$ cat config.mk
export PLATFORM = sky130hd
export DESIGN_NAME = blinker_mode_controller
export DESIGN_NICKNAME = d
export VERILOG_FILES = /design/src/rtl/bike_light_pkg.sv /design/src/rtl/blinker_mode_controller_speed_level_ctr.sv /design/src/rtl/blinker_mode_controller.sv
export SDC_FILE = /design/constraint.sdc
export NUM_CORES = 1
export LEC_CHECK = 0
export CAP_MARGIN = 20
export CORE_UTILIZATION = 29
export CTS_BUF_LIST = sky130_fd_sc_hd__clkbuf_4 sky130_fd_sc_hd__clkbuf_8
export DETAILED_ROUTE_END_ITERATION = 12
export DONT_BUFFER_PORTS = 1
export GPL_TIMING_DRIVEN = 0
export PLACE_DENSITY_LB_ADDON = 0.05
export SLEW_MARGIN = 20
export SYNTH_ARGS = -nofsm -noshare
export SYNTH_HDL_FRONTEND = slang
export SYNTH_SLANG_ARGS = --single-unit
$ cat constraint.sdc
create_clock -name clk -period 2.76 [get_ports clk]
set_clock_uncertainty 0.1 [all_clocks]
set_input_delay 0.276 -clock clk [delete_from_list [all_inputs] [get_ports clk]]
set_output_delay 0.276 -clock clk [all_outputs]
set_load 0.03 [all_outputs]
$ cat src/rtl/bike_light_pkg.sv
// Shared types and widths for the bike-light front panel: mode encoding,
// speed-level width and the mode-advance rule.
package bike_light_pkg;

  localparam int SPEED_W = 3;

  typedef enum logic [1:0] {
    OFF    = 2'd0,
    ON     = 2'd1,
    FLASH1 = 2'd2,
    FLASH2 = 2'd3
  } mode_t;

  function automatic mode_t next_mode(input mode_t cur);
    case (cur)
      OFF:     return ON;
      ON:      return FLASH1;
      FLASH1:  return FLASH2;
      FLASH2:  return OFF;
      default: return OFF;
    endcase
  endfunction

endpackage

$ cat src/rtl/blinker_mode_controller_speed_level_ctr.sv
// Saturating speed-level tracker for one blinker; emits a one-cycle shift
// pulse only when the level actually moves, so the blinker never leaves range.
module speed_level_ctr
  import bike_light_pkg::*;
#(
  parameter int SPEED_MAX   = 7,
  parameter int SPEED_RESET = 3
) (
  input  logic               clk,
  input  logic               reset,
  input  logic               inc,
  input  logic               dec,
  output logic [SPEED_W-1:0] level,
  output logic               shl_pulse,
  output logic               shr_pulse
);

  localparam logic [SPEED_W-1:0] LVL_MAX = SPEED_W'(SPEED_MAX);
  localparam logic [SPEED_W-1:0] LVL_RST = SPEED_W'(SPEED_RESET);
  localparam logic [SPEED_W-1:0] LVL_ONE = SPEED_W'(1);
  localparam logic [SPEED_W-1:0] LVL_MIN = SPEED_W'(0);

  logic [SPEED_W-1:0] level_r;
  logic [SPEED_W-1:0] level_nxt_s;
  logic               shl_r;
  logic               shr_r;
  logic               shl_nxt_s;
  logic               shr_nxt_s;

  // Next level and pulse request; conflicting inc+dec moves nothing.
  always_comb begin
    level_nxt_s = level_r;
    shl_nxt_s   = 1'b0;
    shr_nxt_s   = 1'b0;
    if (inc && !dec && (level_r < LVL_MAX)) begin
      level_nxt_s = level_r + LVL_ONE;
      shl_nxt_s   = 1'b1;
    end else if (dec && !inc && (level_r > LVL_MIN)) begin
      level_nxt_s = level_r - LVL_ONE;
      shr_nxt_s   = 1'b1;
    end else begin
      level_nxt_s = level_r;
    end
  end

  // Level and pulse registers.
  always_ff @(posedge clk) begin
    if (reset) begin
      level_r <= LVL_RST;
      shl_r   <= 1'b0;
      shr_r   <= 1'b0;
    end else begin
      level_r <= level_nxt_s;
      shl_r   <= shl_nxt_s;
      shr_r   <= shr_nxt_s;
    end
  end

  assign level     = level_r;
  assign shl_pulse = shl_r;
  assign shr_pulse = shr_r;

endmodule

$ cat src/rtl/blinker_mode_controller.sv
// Bike-light front-panel sequencer: mode FSM, idle auto-off counter, per-blinker
// speed tracking and the LED source mux.
module blinker_mode_controller
  import bike_light_pkg::*;
#(
  parameter int SPEED_MAX   = 7,
  parameter int SPEED_RESET = 3,
  parameter int IDLE_BEATS  = 1920
) (
  input  logic               clk,
  input  logic               reset,
  input  logic               beat,
  input  logic               btn_mode,
  input  logic               btn_faster,
  input  logic               btn_slower,
  input  logic               blink1,
  input  logic               blink2,
  output logic               shift_left1,
  output logic               shift_right1,
  output logic               shift_left2,
  output logic               shift_right2,
  output logic               light,
  output logic [1:0]         mode,
  output logic [SPEED_W-1:0] level1,
  output logic [SPEED_W-1:0] level2
);

  localparam int IDLE_W = $clog2(IDLE_BEATS + 1);
  localparam logic [IDLE_W-1:0] IDLE_LAST = IDLE_W'(IDLE_BEATS - 1);
  localparam logic [IDLE_W-1:0] IDLE_ONE  = IDLE_W'(1);
  localparam logic [IDLE_W-1:0] IDLE_ZERO = IDLE_W'(0);

  mode_t             mode_r;
  mode_t             mode_nxt_s;
  logic [IDLE_W-1:0] idle_r;
  logic [IDLE_W-1:0] idle_nxt_s;
  logic              any_btn_s;
  logic              speed_ok_s;
  logic              inc1_s;
  logic              dec1_s;
  logic              inc2_s;
  logic              dec2_s;

  // A lone speed button is honoured; mode press or both speed buttons mask it.
  always_comb begin
    speed_ok_s = (btn_faster ^ btn_slower) && !btn_mode;
    inc1_s     = speed_ok_s && btn_faster && (mode_r == FLASH1);
    dec1_s     = speed_ok_s && btn_slower && (mode_r == FLASH1);
    inc2_s     = speed_ok_s && btn_faster && (mode_r == FLASH2);
    dec2_s     = speed_ok_s && btn_slower && (mode_r == FLASH2);
  end

  // Mode advance and idle timeout; a button in the timeout cycle takes priority.
  always_comb begin
    any_btn_s  = btn_mode | btn_faster | btn_slower;
    mode_nxt_s = mode_r;
    idle_nxt_s = idle_r;
    if (any_btn_s) begin
      idle_nxt_s = IDLE_ZERO;
      if (btn_mode) begin
        mode_nxt_s = next_mode(mode_r);
      end else begin
        mode_nxt_s = mode_r;
      end
    end else if (beat && (mode_r != OFF)) begin
      if (idle_r >= IDLE_LAST) begin
        mode_nxt_s = OFF;
        idle_nxt_s = IDLE_ZERO;
      end else begin
        idle_nxt_s = idle_r + IDLE_ONE;
      end
    end else begin
      idle_nxt_s = idle_r;
    end
  end

  // Mode and idle-counter registers.
  always_ff @(posedge clk) begin
    if (reset) begin
      mode_r <= OFF;
      idle_r <= IDLE_ZERO;
    end else begin
      mode_r <= mode_nxt_s;
      idle_r <= idle_nxt_s;
    end
  end

  speed_level_ctr #(
    .SPEED_MAX  (SPEED_MAX),
    .SPEED_RESET(SPEED_RESET)
  ) u_speed1 (
    .clk      (clk),
    .reset    (reset),
    .inc      (inc1_s),
    .dec      (dec1_s),
    .level    (level1),
    .shl_pulse(shift_left1),
    .shr_pulse(shift_right1)
  );

  speed_level_ctr #(
    .SPEED_MAX  (SPEED_MAX),
    .SPEED_RESET(SPEED_RESET)
  ) u_speed2 (
    .clk      (clk),
    .reset    (reset),
    .inc      (inc2_s),
    .dec      (dec2_s),
    .level    (level2),
    .shl_pulse(shift_left2),
    .shr_pulse(shift_right2)
  );

  // LED source is combinational so blink edges pass through without delay.
  always_comb begin
    light = 1'b0;
    case (mode_r)
      OFF:     light = 1'b0;
      ON:      light = 1'b1;
      FLASH1:  light = blink1;
      FLASH2:  light = blink2;
      default: light = 1'b0;
    endcase
  end

  assign mode = mode_r;

endmodule
==> flow_summary.yaml <==
detailed_routing:
  totalWireLength_um: 2460
  wl_per_cell_um: 13.1
  detail_route.iter0.violations: 32
  via_per_inst: 5.09
  drc_errors: 0
  ant_nets: 0
  dr.pass1.iters: 4
  vias: 951
grt:
  grt_first_pass_wirelength_um: 4190
  grt_usage: 0.128
  grt_pass1_vias: 898
  grt_start_max_net_pins: 13
  antenna_found_initial: 0
  grt-ovfl-total: 0
placed_design:
  place_congestion: 0.712
  placedCellCount: 183
  io_buffers: 0
  dpl.hpwl_um: 1870
yosys:
  synth_cells: 133
  synth-edff-count: 0
  yosysWarnings: 0
  synth-seq-cells: 23
  synth_ff_type: "dfxtp_1"
  async_reset_ff_frac: 0
  syn-num-nets: 148
  synth_cell_types: 37
  syn-cell-area_um2: 1200
  seq_area_frac_synth: 0.384
  synth.avg_cell_area_um2: 9.01
cts:
  ctsResizeCount: 0
  clkTransAtPathRegs_ns: 0.09
  hold_buffers: 0
  clock-root-buffer: "clkbuf_8"
  max-clock-path-buffers: 2
  htree_levels: 1
  postCtsSetupBuffers: 0
  clock-sinks: 23
  clk_latency_ns: 0.26
  cts_buffers: 3
  tritoncts: "done"
timing:
  finalCritPeriodShare: 0.836
  setup_tns_ns: 0
  setup-violations-final: 0
  slew_violations: 0
  period_needed_ns: 2.31
  worstMarginPinSlew_ns: 0.642
  hold_viol_final: 0
  max_freq_mhz: 433
  slew_headroom: 0.573
  rsz0062_at_grt: "false"
floorplan:
  initial_core_util: 0.302
  die_area_um2: 4390
  core_um2: 3970
  die_w_um: 66.3
  io_pins: 21
  fp.dieH_um: 66.3
  rows: 23
cells_and_area:
  instances_no_fill: 187
  syn_to_final_growth_pct: 9.29
  drive_gt1_frac: 0.0949
  fin_nets: 153
  n_antenna_cell: 0
  fillers: 435
  final_cell_mix: "nor2_1 (23), dfxtp_1 (23), nand3_1 (11)"
setup_path:
  setup.worst_path.class: "flip-flop to output port"
  worstSetupEndpointType: "output port"
  required_ns: 2.38
  startpoint_type: "flip-flop"
  cp.arrival_ns: 1.93
  worstPathMaxFanout: 7
power_and_ir_drop:
  vdd_drop_max_mv: 0.350
  finalPower_w: 0.000641
  p_per_area_nw_per_um2: 489
  p_leak_nw: 0.426
hold_path:
  hp-class: "primary input to flip-flop"
run:
  max-cap-violations: 0
status:
  status: "completed"
==> synth_stat cells, types with 3 or more instances <==
cell type  number  area, µm²
nand4_1         3       18.8
ha_1            5       62.6
nor2b_1         3       18.8
nor2_1         23       86.3
nand3_1        11       55.1
o21ai_0         4       20.0
o21ai_1         3       15.0
a21oi_1         4       20.0
xor2_1          5       43.8
dfxtp_1        23        460
mux2i_1         5       50.1
nand2_1         4       15.0
xnor2_1         4       35.0
==> final cells by class <==
cell class | instances | area (µm²) | share of cell area
plain buffers | 3 | 17.5 | 0.0134
clock buffers | 4 | 48.8 | 0.0372
inverters | 2 | 7.51 | 0.00573
multi-input cells | 105 | 713 | 0.544
flip-flops and latches | 23 | 460 | 0.351
well taps | 50 | 62.6 | 0.0478
==> logic make-up (layout without fill, tap and decap cells) <==
kind of cell | after synthesis | count (layout) | synth area share
AO/OA/AOI/OAI | 19 | 19 | 0.102
flip-flops | 23 | 23 | 0.384
XOR/XNOR | 9 | 9 | 0.0658
multiplexers | 5 | 5 | 0.0418
AND/OR/NAND/NOR | 65 | 65 | 0.300
buffers and inverters | 5 | 9 | 0.0209
adder cells (fa/ha/maj) | 7 | 7 | 0.0856
==> critical path, cell delays in order, from the launching register on <==
cell and delay [ns]:
dfxtp_1 0.60, ha_1 0.40, a221oi_1 0.14, a21oi_1 0.53
==> state kept, by name (all words and copies together) (netlist names) <==
register and count:
idle_r 11, mode 2, u_speed1.level 3, u_speed1.shl_pulse 1, u_speed1.shr_pulse 1, u_speed2.level 3, u_speed2.shl_pulse 1, u_speed2.shr_pulse 1
==> where the power goes <==
part           switching (W)  internal [W]
sequential         0.0000165      0.000337
combinational      0.0000381     0.0000231
clock               0.000114      0.000113
total               0.000168      0.000473
==> metrics by stage <==
step	area (µm²)	util	setup slack, ns	hold slack, ns
after floorplan	1200	-	0.743	0.316
after global placement	1260	0.318	0.522	0.327
after detailed placement	1260	0.318	0.511	0.333
after CTS	1310	0.330	0.422	0.0489
after global routing	1310	0.330	0.317	0.0700
final	1310	0.330	0.452	0.0527
==> routing by layer <==
layer / share of wire / GRT usage / wire [µm]
met3: 0.040 / 0.0483 / 99
met1: 0.45 / 0.146 / 1100
met4: 0.010 / 0.0346 / 25
met5: 0 / 0 / 0
met2: 0.50 / 0.219 / 1230
==> final timing paths <==
check	startpoint	endpoint	slack (ns)	depth (start not counted)
max	mode[1]	light	0.45	3
min	btn_mode	mode[0]	0.05	2
max reg2reg	mode[1]	u_speed1.level[2]	0.50	6
min reg2reg	idle_r[3]	idle_r[3]	0.44	2
(Power assumes the default switching activity.)
